<file path="config.mk">
export PLATFORM = sky130hd
export DESIGN_NAME = board_mem_ctrl
export DESIGN_NICKNAME = d
export VERILOG_FILES = /design/src/rtl/board_mem_ctrl.sv
export SDC_FILE = /design/constraint.sdc
export NUM_CORES = 1
export LEC_CHECK = 0
export ABC_CLOCK_PERIOD_IN_PS = 3500
export CAP_MARGIN = 10
export CELL_PAD_IN_SITES_DETAIL_PLACEMENT = 2
export CELL_PAD_IN_SITES_GLOBAL_PLACEMENT = 2
export CORE_MARGIN = 5
export CORE_UTILIZATION = 41
export DETAILED_ROUTE_END_ITERATION = 7
export PLACE_DENSITY = 0.89
export SLEW_MARGIN = 20
export SYNTH_ARGS = -nofsm -noshare
export SYNTH_HDL_FRONTEND = slang
export SYNTH_SLANG_ARGS = --single-unit
</file>
<file path="constraint.sdc">
create_clock -name clk -period 3.5 [get_ports clk]
set_input_delay 0.7 -clock clk [delete_from_list [all_inputs] [get_ports clk]]
set_output_delay 0.7 -clock clk [all_outputs]
set_load 0.05 [all_outputs]
</file>
<file path="src/rtl/board_mem_ctrl.sv">
// Board memory responder for the connect-four display.
// Holds the 6x7 board (2-bit cells: 0 empty, 1 player1, 2 player2), answers row reads
// from the VGA renderer and executes gravity drops from the game FSM.
// Optional feature macro: BOARD_MC_MOVE_COUNT_EN adds move_cnt/board_full outputs and
// rejects drops without scanning once the board is full.
module board_mem_ctrl #(
    parameter int unsigned READ_LATENCY = 1,
    parameter int unsigned ROW_STRIDE   = 7
) (
    input  logic        clk,
    input  logic        rst,
    input  logic        rden,
    input  logic [5:0]  addr,
    output logic        ready,
    output logic [13:0] data,
    input  logic        drop_req,
    input  logic [2:0]  drop_col,
    input  logic [1:0]  drop_player,
    output logic        drop_ack,
    output logic        drop_ok,
    input  logic        clear_board
`ifdef BOARD_MC_MOVE_COUNT_EN
    ,
    output logic [5:0]  move_cnt,
    output logic        board_full
`endif
);

    typedef enum logic [2:0] {
        StIdle,
        StRdWait,
        StRdAck,
        StRdHold,
        StDropScan,
        StDropDone
    } state_e;

    state_e     state_q;
    logic [1:0] board_q [6][7];
    logic [5:0] addr_q;
    logic [2:0] lat_cnt_q;
    logic [2:0] scan_row_q;
    logic [2:0] col_q;
    logic [1:0] player_q;

    logic [5:0]  rd_addr;
    logic        rd_hit;
    logic [2:0]  rd_row;
    logic [13:0] rd_word;
    logic [1:0]  scan_cell;
    logic        drop_legal;
    logic        drops_blocked;

    // Row decode: in IDLE the live address is used so a latency-1 read needs no wait state
    always_comb begin
        rd_addr = (state_q == StIdle) ? addr : addr_q;
        rd_hit  = 1'b0;
        rd_row  = 3'd0;
        rd_word = 14'd0;
        for (int r = 0; r < 6; r++) begin
            if ({26'd0, rd_addr} == 32'(r) * ROW_STRIDE) begin
                rd_hit = 1'b1;
                rd_row = 3'(r);
            end
        end
        if (rd_hit) begin
            for (int c = 0; c < 7; c++) begin
                rd_word[2*c +: 2] = board_q[rd_row][c];
            end
        end
    end

    // Drop request qualification and the cell currently under the scan pointer
    always_comb begin
        scan_cell  = board_q[scan_row_q][col_q];
        drop_legal = (drop_col <= 3'd6) && ((drop_player == 2'd1) || (drop_player == 2'd2));
    end

`ifdef BOARD_MC_MOVE_COUNT_EN
    logic [5:0] move_cnt_q;
    logic       place_en;
    logic       clear_en;

    assign place_en      = (state_q == StDropScan) && (scan_cell == 2'd0);
    assign clear_en      = (state_q == StIdle) && clear_board;
    assign move_cnt      = move_cnt_q;
    assign board_full    = (move_cnt_q == 6'd42);
    assign drops_blocked = board_full;

    // Successful-drop counter, saturating at a full board
    always_ff @(posedge clk) begin
        if (!rst) begin
            move_cnt_q <= 6'd0;
        end else if (clear_en) begin
            move_cnt_q <= 6'd0;
        end else if (place_en && (move_cnt_q != 6'd42)) begin
            move_cnt_q <= move_cnt_q + 6'd1;
        end
    end
`else
    assign drops_blocked = 1'b0;
`endif

    // Main controller: FSM, board storage and registered handshake outputs
    always_ff @(posedge clk) begin
        if (!rst) begin
            state_q    <= StIdle;
            ready      <= 1'b0;
            data       <= 14'd0;
            drop_ack   <= 1'b0;
            drop_ok    <= 1'b0;
            addr_q     <= 6'd0;
            lat_cnt_q  <= 3'd0;
            scan_row_q <= 3'd0;
            col_q      <= 3'd0;
            player_q   <= 2'd0;
            for (int r = 0; r < 6; r++) begin
                for (int c = 0; c < 7; c++) begin
                    board_q[r][c] <= 2'd0;
                end
            end
        end else begin
            ready    <= 1'b0;
            drop_ack <= 1'b0;
            unique case (state_q)
                StIdle: begin
                    if (clear_board) begin
                        for (int r = 0; r < 6; r++) begin
                            for (int c = 0; c < 7; c++) begin
                                board_q[r][c] <= 2'd0;
                            end
                        end
                    end else if (rden) begin
                        addr_q <= addr;
                        if (READ_LATENCY <= 1) begin
                            ready   <= 1'b1;
                            data    <= rd_word;
                            state_q <= StRdAck;
                        end else begin
                            lat_cnt_q <= 3'd1;
                            state_q   <= StRdWait;
                        end
                    end else if (drop_req) begin
                        col_q      <= drop_col;
                        player_q   <= drop_player;
                        scan_row_q <= 3'd5;
                        if (!drop_legal || drops_blocked) begin
                            drop_ok  <= 1'b0;
                            drop_ack <= 1'b1;
                            state_q  <= StDropDone;
                        end else begin
                            state_q <= StDropScan;
                        end
                    end
                end
                StRdWait: begin
                    if (lat_cnt_q >= 3'(READ_LATENCY - 1)) begin
                        ready   <= 1'b1;
                        data    <= rd_word;
                        state_q <= StRdAck;
                    end else begin
                        lat_cnt_q <= lat_cnt_q + 3'd1;
                    end
                end
                StRdAck: begin
                    state_q <= StRdHold;
                end
                StRdHold: begin
                    // One ready per request: wait for the renderer to let go of rden
                    if (!rden) begin
                        state_q <= StIdle;
                    end
                end
                StDropScan: begin
                    if (scan_cell == 2'd0) begin
                        board_q[scan_row_q][col_q] <= player_q;
                        drop_ok  <= 1'b1;
                        drop_ack <= 1'b1;
                        state_q  <= StDropDone;
                    end else if (scan_row_q == 3'd0) begin
                        drop_ok  <= 1'b0;
                        drop_ack <= 1'b1;
                        state_q  <= StDropDone;
                    end else begin
                        scan_row_q <= scan_row_q - 3'd1;
                    end
                end
                StDropDone: begin
                    state_q <= StIdle;
                end
                default: begin
                    state_q <= StIdle;
                end
            endcase
        end
    end

endmodule
</file>
==> results.json, run 1 <==
{
  "status": "complete, no violations",
  "synth_edf_count": 112,
  "synth_ff_type": "edfxtp_1",
  "htree_levels": 4,
  "post-cts-setup-buffer-count": 0,
  "final.setup.tns_ps": 0,
  "wl_per_cell_um": 32.0,
  "maxCapViolations": 0,
  "critical_path_arrival_ps": 3610,
  "dp.final_hpwl_um": 19300,
  "crit_chain": "buf_12 > buf_4 > mux4_2 > mux2_2 > nand2_1 > nand4b_1 > nor4_4 > buf_4 > nand2b_1 > buf_12 > o21ai_0",
  "synth_warnings": 0,
  "cts.sinks": 149,
  "ys_seq_area_frac": 0.559,
  "die_h_um": 144,
  "grt_max_degree": 43,
  "cp_data_required_time_ps": 3610,
  "std_cell_rows": 49,
  "via_per_inst": 6.46,
  "n_antenna_cell": 0,
  "synth.avg_cell_area_um2": 10.7,
  "worst_pin_slew_ps": 822,
  "drt_first_pass_iters": 5,
  "power.density_mw_per_mm2": 535,
  "crit_path_max_incr_delay_ps": 520,
  "initial_core_util": 0.413,
  "grt_pass1_wl_um": 45600,
  "ir_drop_uv": 304,
  "drc": 0,
  "grt_pass1_vias": 6757,
  "grt-ovfl-total": 0,
  "synth_cell_types": 54,
  "max-slew-margin-rel": 0.452,
  "cp_max_fo": 20,
  "areaGrowthSynthToFinish_pct": 18.5,
  "yosys.area.top_type_share": 0.458,
  "antenna_found_initial": 0,
  "async_flop_share": 0,
  "post-synth-top-count-cell": "nor2_1",
  "synth_common_cells": "nor2_1 (149), edfxtp_1 (112), o21ai_0 (63)",
  "hold_viol_final": 0,
  "gr-usage-all-layers": 0.309,
  "drv_slew": 0,
  "post-route-period-util": 0.999,
  "clock_latency_ps": 460,
  "synth_nets": 703,
  "finClkSkew_ps": 17.6,
  "power.leakage_nw": 3.03,
  "coreArea_mm2": 0.0178,
  "start_kind": "register",
  "vias": 6206,
  "slowest_stage": "mux4_2",
  "synth_top_area_cell": "edfxtp_1",
  "critPathKind": "reg2reg",
  "syn-cell-area_mm2": 0.00734,
  "io_buffers": 32,
  "io-pin-count": 33,
  "cts_tree": "yes",
  "cts_max_path_buffers": 2,
  "drtIter0Drc": 588,
  "clock.fmax_ghz": 0.286,
  "post-route-min-period_ps": 3500,
  "nFillCells": 1739,
  "ys_ff_latch": 149,
  "cp_num_buf_inv": 4,
  "nets": 736,
  "end_kind": "register",
  "clk_pin_slew_ps": 80,
  "wl_um": 30700,
  "synth_area_leaders": "edfxtp_1 (46%), dfxtp_1 (10%), nor2_1 (7.6%), mux2i_1 (5.5%), o21ai_0 (4.3%)",
  "drive_gt1_frac": 0.134,
  "rsz0062_at_grt": "no",
  "root_buffer": "clkbuf_16",
  "reg2reg_slack_ps": 2,
  "fin_util": 0.489,
  "die_area_mm2": 0.0207,
  "setup_viol": 0,
  "ant_nets": 0,
  "hp-class": "reg2reg",
  "die_w_um": 144,
  "critPathTopFamily": "multiplexers",
  "synthCells": 685,
  "cts_buffers": 17,
  "gp_congestion": 0.900
}
[cell families (layout without fill, tap and decap cells)]
logic type,Yosys count,count (layout),share of synthesized area
simple gates,268,268,0.172
flops,149,149,0.559
mux,65,65,0.107
compound gates,143,143,0.126
fa+ha+maj,2,2,0.00341
buf+inv,55,101,0.0290
xor+xnor,3,3,0.00358
[stage by stage]
step	area [µm²]	power [W]	hold slack (ps)	setup slack, ps	instances
global route	8700	0.00476	581	0.0400	960
finish	8700	0.00465	558	1.95	960
CTS	8690	0.00464	561	2.07	960
global placement	8100	0.00266	479	333	928
detailed placement	8100	0.00272	482	17.2	928
floorplan	7340	0.00247	464	567	685
[worst paths after layout]
path         startpoint              to  depth (start not counted)
min             data[5]         data[5]                          2
max reg2reg    register  board_q[0][10]                         11
min reg2reg     data[5]         data[5]                          2
max            register  board_q[0][10]                         11
[registers in the layout, summed over array words and instances (netlist names), named ones only]
register,cells
addr_q,6
board_q,112
col_q,3
data,14
drop_ack,1
drop_ok,1
player_q,2
ready,1
scan_row_q,3
state_q,3
[worst reg2reg max path, cell delays in order (launching register included)]
cell and delay (ps):
dfxtp_1 450, buf_12 200, buf_4 180, mux4_2 520
mux2_2 290, nand2_1 90, nand4b_1 270, nor4_4 300
buf_4 200, nand2b_1 140, buf_12 200, o21ai_0 330
[per-layer routing]
metal	up-vias	GRT usage	wire length (µm)
li1	2604	-	-
met1	3211	0.371	12000
met2	294	0.517	15000
met3	97	0.0752	2170
met4	0	0.159	1470
met5	-	0	0
[repair_timing]
item | CTS | global route
endpoints found under the setup margin | 58 | 26
resized for setup | 8 | 14
hold buffers | 0 | 0
hold endpoints to repair | 0 | 0
[report_power, final]
part	switching, W	internal [W]	total [W]
registers	0.000120	0.00202	0.00214
clock network	0.000890	0.00101	0.00190
logic	0.000400	0.000212	0.000613
[cell usage in the layout (no fill, tap or decap), types with 3 or more instances in the layout]
cell type and n:
mux4_2 9, inv_1 8, or3b_2 5, dfxtp_1 36
nand2_1 28, nand2b_1 12, nor2_1 148, nand3b_1 3
nand4b_1 3, buf_12 9, nor3_1 10, buf_4 19
and2_1 3, mux2i_1 40, a21o_1 13, o31ai_1 4
a22oi_1 4, edfxtp_1 112, o22ai_1 14, nor3b_1 6
nand3_1 17, or3_1 12, clkdlybuf4s50_1 32, a32o_1 14
nor2b_1 5, inv_6 4, mux2_2 16, o21ai_1 21
o21ai_0 42, a21oi_1 10, nor4b_1 3, inv_8 4
clkbuf_16 17, nand4_1 4, o41ai_1 3
[final cells by class]
cell class | instances | area (µm²) | share of cell area
multi-input cells | 481 | 3040 | 0.349
inverters | 9 | 33.8 | 0.00388
well taps | 229 | 287 | 0.0329
flip-flops and latches | 149 | 4110 | 0.472
clock inverters | 15 | 164 | 0.0188
repair buffers | 60 | 643 | 0.0740
clock buffers | 17 | 425 | 0.0489
Note: power is estimated with default switching activity, not from simulation.
==> run 2: changes to the inputs <==
--- a/config.mk
+++ b/config.mk
@@ -5,6 +5,7 @@
 export SDC_FILE = /design/constraint.sdc
 export NUM_CORES = 1
 export LEC_CHECK = 0
+export ABC_AREA = 0
 export ABC_CLOCK_PERIOD_IN_PS = 3500
 export CAP_MARGIN = 10
 export CELL_PAD_IN_SITES_DETAIL_PLACEMENT = 2
==> results of run 2 <==
Same layout as run 1: the final DEF is identical, and so are final timing and power.
==> run 3: changes to the inputs <==
--- a/config.mk
+++ b/config.mk
@@ -10,7 +10,6 @@
 export CAP_MARGIN = 10
 export CELL_PAD_IN_SITES_DETAIL_PLACEMENT = 2
 export CELL_PAD_IN_SITES_GLOBAL_PLACEMENT = 2
-export CORE_MARGIN = 5
 export CORE_UTILIZATION = 41
 export DETAILED_ROUTE_END_ITERATION = 7
 export PLACE_DENSITY = 0.89
==> run 3 against run 2 <==
Effect of this change:
- the run now ends with setup timing left
- hold slack lost 21 ps
- worst setup slack lost 120 ps
- final area grew 0.22%
- total power shrank 0.68%
- maximum frequency shrank 3.2%
- largest cell class unchanged
==> results.json, run 3 (synthesis results as in run 1) <==
{
  "status": "finished with violations",
  "violations": "setup timing",
  "place_inst": 932,
  "io_buffers": 32,
  "gr-usage-all-layers": 0.360,
  "die_h_um": 136,
  "hold_viol_final": 0,
  "areaGrowthSynthToFinish_pct": 18.8,
  "drt_first_pass_iters": 5,
  "final.setup.tns_ps": -1940,
  "drive_gt1_frac": 0.143,
  "antenna_found_initial": 0,
  "end_kind": "register",
  "clock_latency_ps": 440,
  "min_from": "drop_ok",
  "cts_buffers": 17,
  "nets": 746,
  "power_frac_comb": 0.136,
  "p_int_w": 0.00328,
  "hold_buffers": 0,
  "nFillCells": 1671,
  "power.switching_w": 0.00135,
  "gp_congestion": 0.893,
  "maxCapViolations": 0,
  "ir_drop_uv": 350,
  "drtIter0Drc": 718,
  "grt_max_degree": 43,
  "grt_pass1_wl_um": 46900,
  "p_clk_frac": 0.401,
  "cp_max_fo": 16,
  "min_to": "drop_ok",
  "power.leakage_nw": 3.06,
  "mostFrequentLayoutCells": "nor2_1 (148), edfxtp_1 (112), o21ai_0 (47)",
  "grt-ovfl-total": 0,
  "initial_core_util": 0.421,
  "grt_pass1_vias": 6844,
  "ant_nets": 0,
  "via_per_inst": 6.62,
  "die_w_um": 136,
  "crit_chain": "buf_12 > buf_4 > o311ai_0 > a21oi_1 > o21ai_0 > nand4_1 > nor4_4 > buf_4 > nand2_1 > buf_4 > nor2_1",
  "die_area_mm2": 0.0184,
  "cts.sinks": 149,
  "dp.final_hpwl_um": 20100,
  "vias": 6399,
  "wl_um": 31900,
  "path_common_cell": "buf_4",
  "hp-class": "reg2reg",
  "switching_share": 0.291,
  "n_antenna_cell": 0,
  "seq_area_mm2": 0.00411,
  "largest_reg_flops": 112,
  "final_common_cell": "nor2_1",
  "post-route-min-period_ps": 3610,
  "hold_depth": 2,
  "clock.fmax_ghz": 0.277,
  "io-pin-count": 33,
  "start_kind": "register",
  "power.density_mw_per_mm2": 530,
  "finClkSkew_ps": 14.8,
  "cts_tree": "yes",
  "max-slew-margin-rel": 0.441,
  "root_buffer": "clkbuf_16",
  "cp_data_required_time_ps": 3620,
  "drc": 0,
  "multi_input_area_mm2": 0.00304,
  "fin_ws_ps": -114,
  "crit_path_max_incr_delay_ps": 470,
  "htree_levels": 4,
  "seqPwrFrac": 0.463,
  "regMostFlops": "board_q",
  "top_regs": "board_q (112), data (14), addr_q (6)",
  "clk_pin_slew_ps": 60,
  "wl_per_cell_um": 33.1,
  "std_cell_rows": 48,
  "post-route-period-util": 1.03,
  "finalNonFillerCells": 966,
  "setup_viol": 51,
  "critPathKind": "reg2reg",
  "critical_path_arrival_ps": 3730,
  "r2r_cells": 11,
  "worst_pin_slew_ps": 829,
  "coreArea_mm2": 0.0174,
  "cts_max_path_buffers": 2,
  "slowest_stage": "o311ai_0",
  "reg2reg_slack_ps": -110,
  "reg2reg_to": "board_q[7][1]",
  "drv_slew": 0
}
-- run 3: cell count changes in the layout (fill, tap and decap cells not counted), moves of 2 or more --
| cell | change |
|---|---|
| o21ai_0 | +5 |
| o21ai_1 | -5 |
| inv_8 | -4 |
| buf_4 | +12 |
| clkinv_1 | +3 |
| buf_12 | -2 |
| inv_6 | -3 |
| clkinv_2 | +4 |
-- run 3: how the worst max path moves through the flow --
stage              from             end  slack [ps]
2_1_floorplan  register   board_q[4][4]         570
5_1_grt        register   board_q[7][0]        -100
3_3_place_gp    addr[4]         data[0]         290
6_report       register   board_q[7][1]        -110
4_1_cts        register  board_q[4][10]          20
3_5_place_dp   register   board_q[4][5]         -50
-- run 3: repair_timing --
action,in CTS,in global routing
pin swaps,0,1
setup endpoints to repair,43,46
setup buffers,0,2
gates resized for setup,1,17
-- run 3: per-layer routing --
layer | part of all wire | vias up | track usage
li1 | - | 2617 | -
met1 | 0.40 | 3317 | 0.452
met2 | 0.49 | 352 | 0.590
met3 | 0.065 | 113 | 0.0685
met4 | 0.047 | 0 | 0.185
met5 | 0 | - | 0
-- run 3: critical path: cells and delay by family, from the launching register on --
family                 cells  cell delay, ps
AO/OA/AOI/OAI              3            1000
flip-flops                 1             330
buffers and inverters      4             820
AND/OR/NAND/NOR            4            1130
-- run 3: layout make-up --
cell class / count / area share
Timing Repair Buffer: 70 / 0.0795
Sequential cell: 149 / 0.471
Tap cell: 225 / 0.0323
Clock inverter: 15 / 0.0158
Inverter: 9 / 0.00388
Multi-Input combinational cell: 481 / 0.348
Clock buffer: 17 / 0.0488
-- run 3: stage by stage --
| stage | cell area (µm²) | setup WS [ps] | util | power, W | hold slack, ps |
|---|---|---|---|---|---|
| after global routing | 8710 | -101 | 0.500 | 0.00469 | 553 |
| after CTS | 8690 | 18.2 | 0.499 | 0.00459 | 537 |
| after floorplan | 7340 | 567 | - | 0.00247 | 464 |
| final | 8710 | -114 | 0.500 | 0.00462 | 537 |
| after global placement | 8130 | 289 | 0.467 | 0.00266 | 478 |
| after detailed placement | 8130 | -53.7 | 0.467 | 0.00273 | 491 |
-- run 3: power groups by stage --
stage / logic, W / registers [W] / clock network [W]
4_1_cts: 0.000612 / 0.00213 / 0.00184
2_1_floorplan: 0.000340 / 0.00213 / 0
3_5_place_dp: 0.000575 / 0.00216 / 0
6_report: 0.000630 / 0.00214 / 0.00185
3_3_place_gp: 0.000520 / 0.00214 / 0
5_1_grt: 0.000649 / 0.00214 / 0.00190
